`src/rtl/seq_detect_param.sv`:
```
// Serial pattern detector with a loadable pattern, selectable overlap, and a saturating match counter.
// Latency: z is registered one cycle after the completing bit; no backpressure (en qualifies each bit).
module seq_detect_param #(
    parameter int                PAT_W   = 3,
    parameter logic [PAT_W-1:0]  PATTERN = 3'b101,
    parameter int                CNT_W   = 8
) (
    input  logic             clk,
    input  logic             rst,
    input  logic             en,
    input  logic             x,
    input  logic             overlap,
    input  logic             clear,
    input  logic             pat_load,
    input  logic [PAT_W-1:0] pat_in,
    output logic             z,
    output logic [CNT_W-1:0] match_cnt,
    output logic             sat
);

    localparam int              FILL_W  = $clog2(PAT_W + 1);
    localparam logic [FILL_W-1:0] FILL_MAX = FILL_W'(PAT_W);
    localparam logic [CNT_W-1:0]  CNT_MAX  = '1;

    logic [PAT_W-1:0]  pat;
    logic [PAT_W-1:0]  hist;
    logic [FILL_W-1:0] fill;

    logic [PAT_W-1:0]  next_hist;
    logic [FILL_W-1:0] next_fill;
    logic              hit;

    // fill counts bits consumed since the last restart, saturating at PAT_W
    always_comb begin
        next_hist = {hist[PAT_W-2:0], x};
        next_fill = (fill == FILL_MAX) ? fill : fill + 1'b1;
        hit       = (next_fill == FILL_MAX) && (next_hist == pat);
    end

    always_ff @(posedge clk or negedge rst) begin
        if (!rst) begin
            pat       <= PATTERN;
            hist      <= '0;
            fill      <= '0;
            z         <= 1'b0;
            match_cnt <= '0;
            sat       <= 1'b0;
        end else if (clear) begin
            hist      <= '0;
            fill      <= '0;
            z         <= 1'b0;
            match_cnt <= '0;
            sat       <= 1'b0;
        end else if (pat_load) begin
            pat  <= pat_in;
            hist <= '0;
            fill <= '0;
            z    <= 1'b0;
        end else if (en) begin
            hist <= next_hist;
            z    <= hit;
            fill <= (hit && !overlap) ? '0 : next_fill;
            if (hit && (match_cnt != CNT_MAX)) begin
                match_cnt <= match_cnt + 1'b1;
                if (match_cnt == CNT_MAX - 1'b1)
                    sat <= 1'b1;
            end
        end else begin
            z <= 1'b0;
        end
    end

endmodule
```
`config.mk`:
```
export PLATFORM = sky130hd
export DESIGN_NAME = seq_detect_param
export DESIGN_NICKNAME = d
export VERILOG_FILES = /design/src/rtl/seq_detect_param.sv
export SDC_FILE = /design/constraint.sdc
export NUM_CORES = 1
export LEC_CHECK = 0
export ABC_AREA = 0
export BUFFER_PORTS_ARGS = -buffer_cell sky130_fd_sc_hd__buf_2
export CAP_MARGIN = 15
export CORE_ASPECT_RATIO = 1.4
export CORE_MARGIN = 8
export CORE_UTILIZATION = 45
export CTS_CLUSTER_DIAMETER = 60
export DETAILED_ROUTE_END_ITERATION = 10
export PLACE_DENSITY = 0.7
export SETUP_SLACK_MARGIN = 0.1
export SLEW_MARGIN = 30
export SYNTH_ARGS = -nofsm -noshare
export SYNTH_HDL_FRONTEND = slang
export SYNTH_SLANG_ARGS = --single-unit
```
`constraint.sdc`:
```
create_clock -name clk -period 2.4 [get_ports clk]
set_input_delay 0.48 -clock clk [delete_from_list [all_inputs] [get_ports clk]]
set_output_delay 0.48 -clock clk [all_outputs]
set_load 0.005 [all_outputs]
```
==> reports/qor.yml <==
status: "finished clean"
fp.coreArea_mm2: 0.00195
die-width_um: 54.1
finalNetCount: 119
cts_hold_buffers: 0
power_density_mw_per_mm2: 493
synthSimpleGateAreaFrac_pct: 21.2
worst_pin_slew_ns: 0.555
end_kind: "register"
hold_viol: 0
clk_pin_slew_worst_paths_ns: 0.10
synthAdderAreaFrac_pct: 2.73
syn_area_per_cell_um2: 10.6
syn_area_um2: 916
area.sequential_um2: 428
min_path_type: "in -> async"
ys_types: 33
synth-xor-area-share_pct: 5.33
crit_type: "reg -> reg"
diodes: 0
syn-num-nets: 98
relSlewSlack_pct: 62.7
cts_buffers: 3
slowest_delay_ns: 0.61
ys.flop_type: "dfrtp_1"
p_int_w: 0.000391
dp.cells: 123
r2r_cells: 4
period_needed_ns: 1.90
multi_input_area_um2: 453
p_clk_share_pct: 29.8
synth_edf_count: 0
ys_top_cells_by_area: "dfrtp_1 (41%), dfstp_2 (5.7%), xnor2_2 (5.3%)"
gp_congestion: 0.785
fin_crit_sh_pct: 79.0
slew_viol_final: 0
crit_chain: "xnor2_2, nand4_1, or4_1, a21oi_1"
yosysTopAreaCellShare_pct: 41.0
start_kind: "register"
path_buf_inv: 0
r2r-end: "match_cnt[3]"
seqPwrFrac_pct: 60.0
ys_ff_latch: 17
die_y_um: 69.4
ios: 20
switchingPower_w: 0.000123
ir_worst_vdd_v: 0.000385
whs_ns: 0.0791
pre_cts_ws_ns: 0.365
drt_wl_total_um: 1980
grt_max_degree: 18
h-tree-depth: 1
skew_ns: 0.00797
cts_root_buf: "clkbuf_4"
grt_usage_pct: 11.0
viasPerCell: 5.97
setup_viol: 0
drtPass1Iterations: 4
finalWorstSetupSlack_ns: 0.503
yosysTopAreaCell: "dfrtp_1"
dp_hpwl_um: 1440
antenna_left: 0
clk_latency_ns: 0.29
grt_pass1_vias: 713
leakagePower_nw: 0.461
synthArstFlopShare_pct: 100
cap_viol_max_count: 0
rows: 19
yosys_warnings: 0
synthMuxAreaShare_pct: 5.87
critPathRequiredTime_ns: 2.63
die_area_mm2: 0.00376
synth_compound_area_share_pct: 14.3
n_fill_cell: 188
post_drt_wl_per_cell_um: 15.6
cp_slowest_cell: "or4_1"
vias: 758
initial_core_util_pct: 47.0
r2r-start: "pat[0]"
antenna_found_initial: 0
syn2layout_area_growth_pct: 13.9
synth_top_family_by_area: "simple AND/OR/NAND/NOR gates"
port_buffers: 19
yosysMostFrequentCell: "dfrtp_1"
clock.fmax_ghz: 0.527
ys_seq_area_share_pct: 46.7
clk_path_buf_depth: 2
cts-resized-gates: 0
grt.overflow.total: 0
layout-drive-gt1-share_pct: 28.3
cts_tree: "done"
synthTopCellsByCount: "dfrtp_1 (15), a21oi_1 (6), nor3_1 (6)"
regToRegSetupSlack_ns: 0.50
drtIter0Drc: 18
path_delay_family: "simple AND/OR/NAND/NOR gates"
cts_num_sinks: 17
synthCells: 86
fin_tns_setup_ns: 0
crit_fanout: 12
grt_pass1_wl_um: 3230
crit_arrival_ns: 2.12
swShare_pct: 24.0
rsz0062_at_grt: "no"
drc: 0
post_cts.repair.setup_buffers: 0
pwr-share-comb_pct: 10.3
stdcell_count: 127
-- how the worst max path moves through the flow --
stage	from	end	slack, ns	depth (start not counted)
3_5_place_dp	pat_load	match_cnt[3]	0.37	5
3_3_place_gp	pat_load	match_cnt[3]	0.40	5
5_1_grt	pat[0]	match_cnt[3]	0.36	4
6_report	pat[0]	match_cnt[3]	0.50	4
2_1_floorplan	en	match_cnt[4]	0.80	6
4_1_cts	pat[0]	match_cnt[3]	0.50	4
-- cells by family after synthesis --
logic type / count (synthesis)
buffers and inverters: 7
AND/OR/NAND/NOR: 33
adder cells (fa/ha/maj): 2
XOR/XNOR: 3
multiplexers: 5
flip-flops: 17
AO/OA/AOI/OAI: 19
-- flip-flops by register name (all words and copies together) (netlist names) --
name / flops
match_cnt: 8
pat: 3
fill: 2
hist: 2
sat: 1
z: 1
-- placed cells by master (no fill, tap or decap), drive strengths merged, types with 3 or more instances in the layout --
cell	synthesis	routed
a21oi	6	6
and4	4	4
buf	2	19
clkbuf	1	4
dfrtp	15	15
inv	4	4
mux2	3	3
nand2	3	3
nand3	4	4
nor2	4	4
nor3	6	6
o31ai	3	3
xnor2	3	3
-- metrics by stage --
stage / power [W] / cell area, µm² / util [%]
floorplan: 0.000348 / 916 / -
global placement: 0.000365 / 1020 / 52.2
detailed placement: 0.000367 / 1020 / 52.2
CTS: 0.000517 / 1040 / 53.5
global route: 0.000535 / 1040 / 53.5
finish: 0.000514 / 1040 / 53.5
-- power groups by stage --
| stage | clock network (W) | logic, W | registers (W) |
|---|---|---|---|
| 4_1_cts | 0.000154 | 0.0000534 | 0.000309 |
| 6_report | 0.000153 | 0.0000528 | 0.000308 |
| 5_1_grt | 0.000168 | 0.0000574 | 0.000310 |
| 3_5_place_dp | 0 | 0.0000524 | 0.000314 |
| 3_3_place_gp | 0 | 0.0000509 | 0.000314 |
| 2_1_floorplan | 0 | 0.0000348 | 0.000313 |
-- routing by layer --
metal,routed length [µm],part of all wire [%],vias up,GRT usage (%)
met5,0,0,-,0
met4,45,2.3,0,6.32
met3,121,6.1,5,2.36
met2,1020,51,19,18.0
met1,800,40,362,12.3
li1,-,-,372,-
-- layout make-up --
type,count,share of cell area (%)
multi-input combinational,62,43.4
clock buffer,4,2.52
inverter,4,1.44
sequential,17,41.0
timing repair buffer,19,9.11
tap,21,2.52
Power figures use the tool's default switching activity.
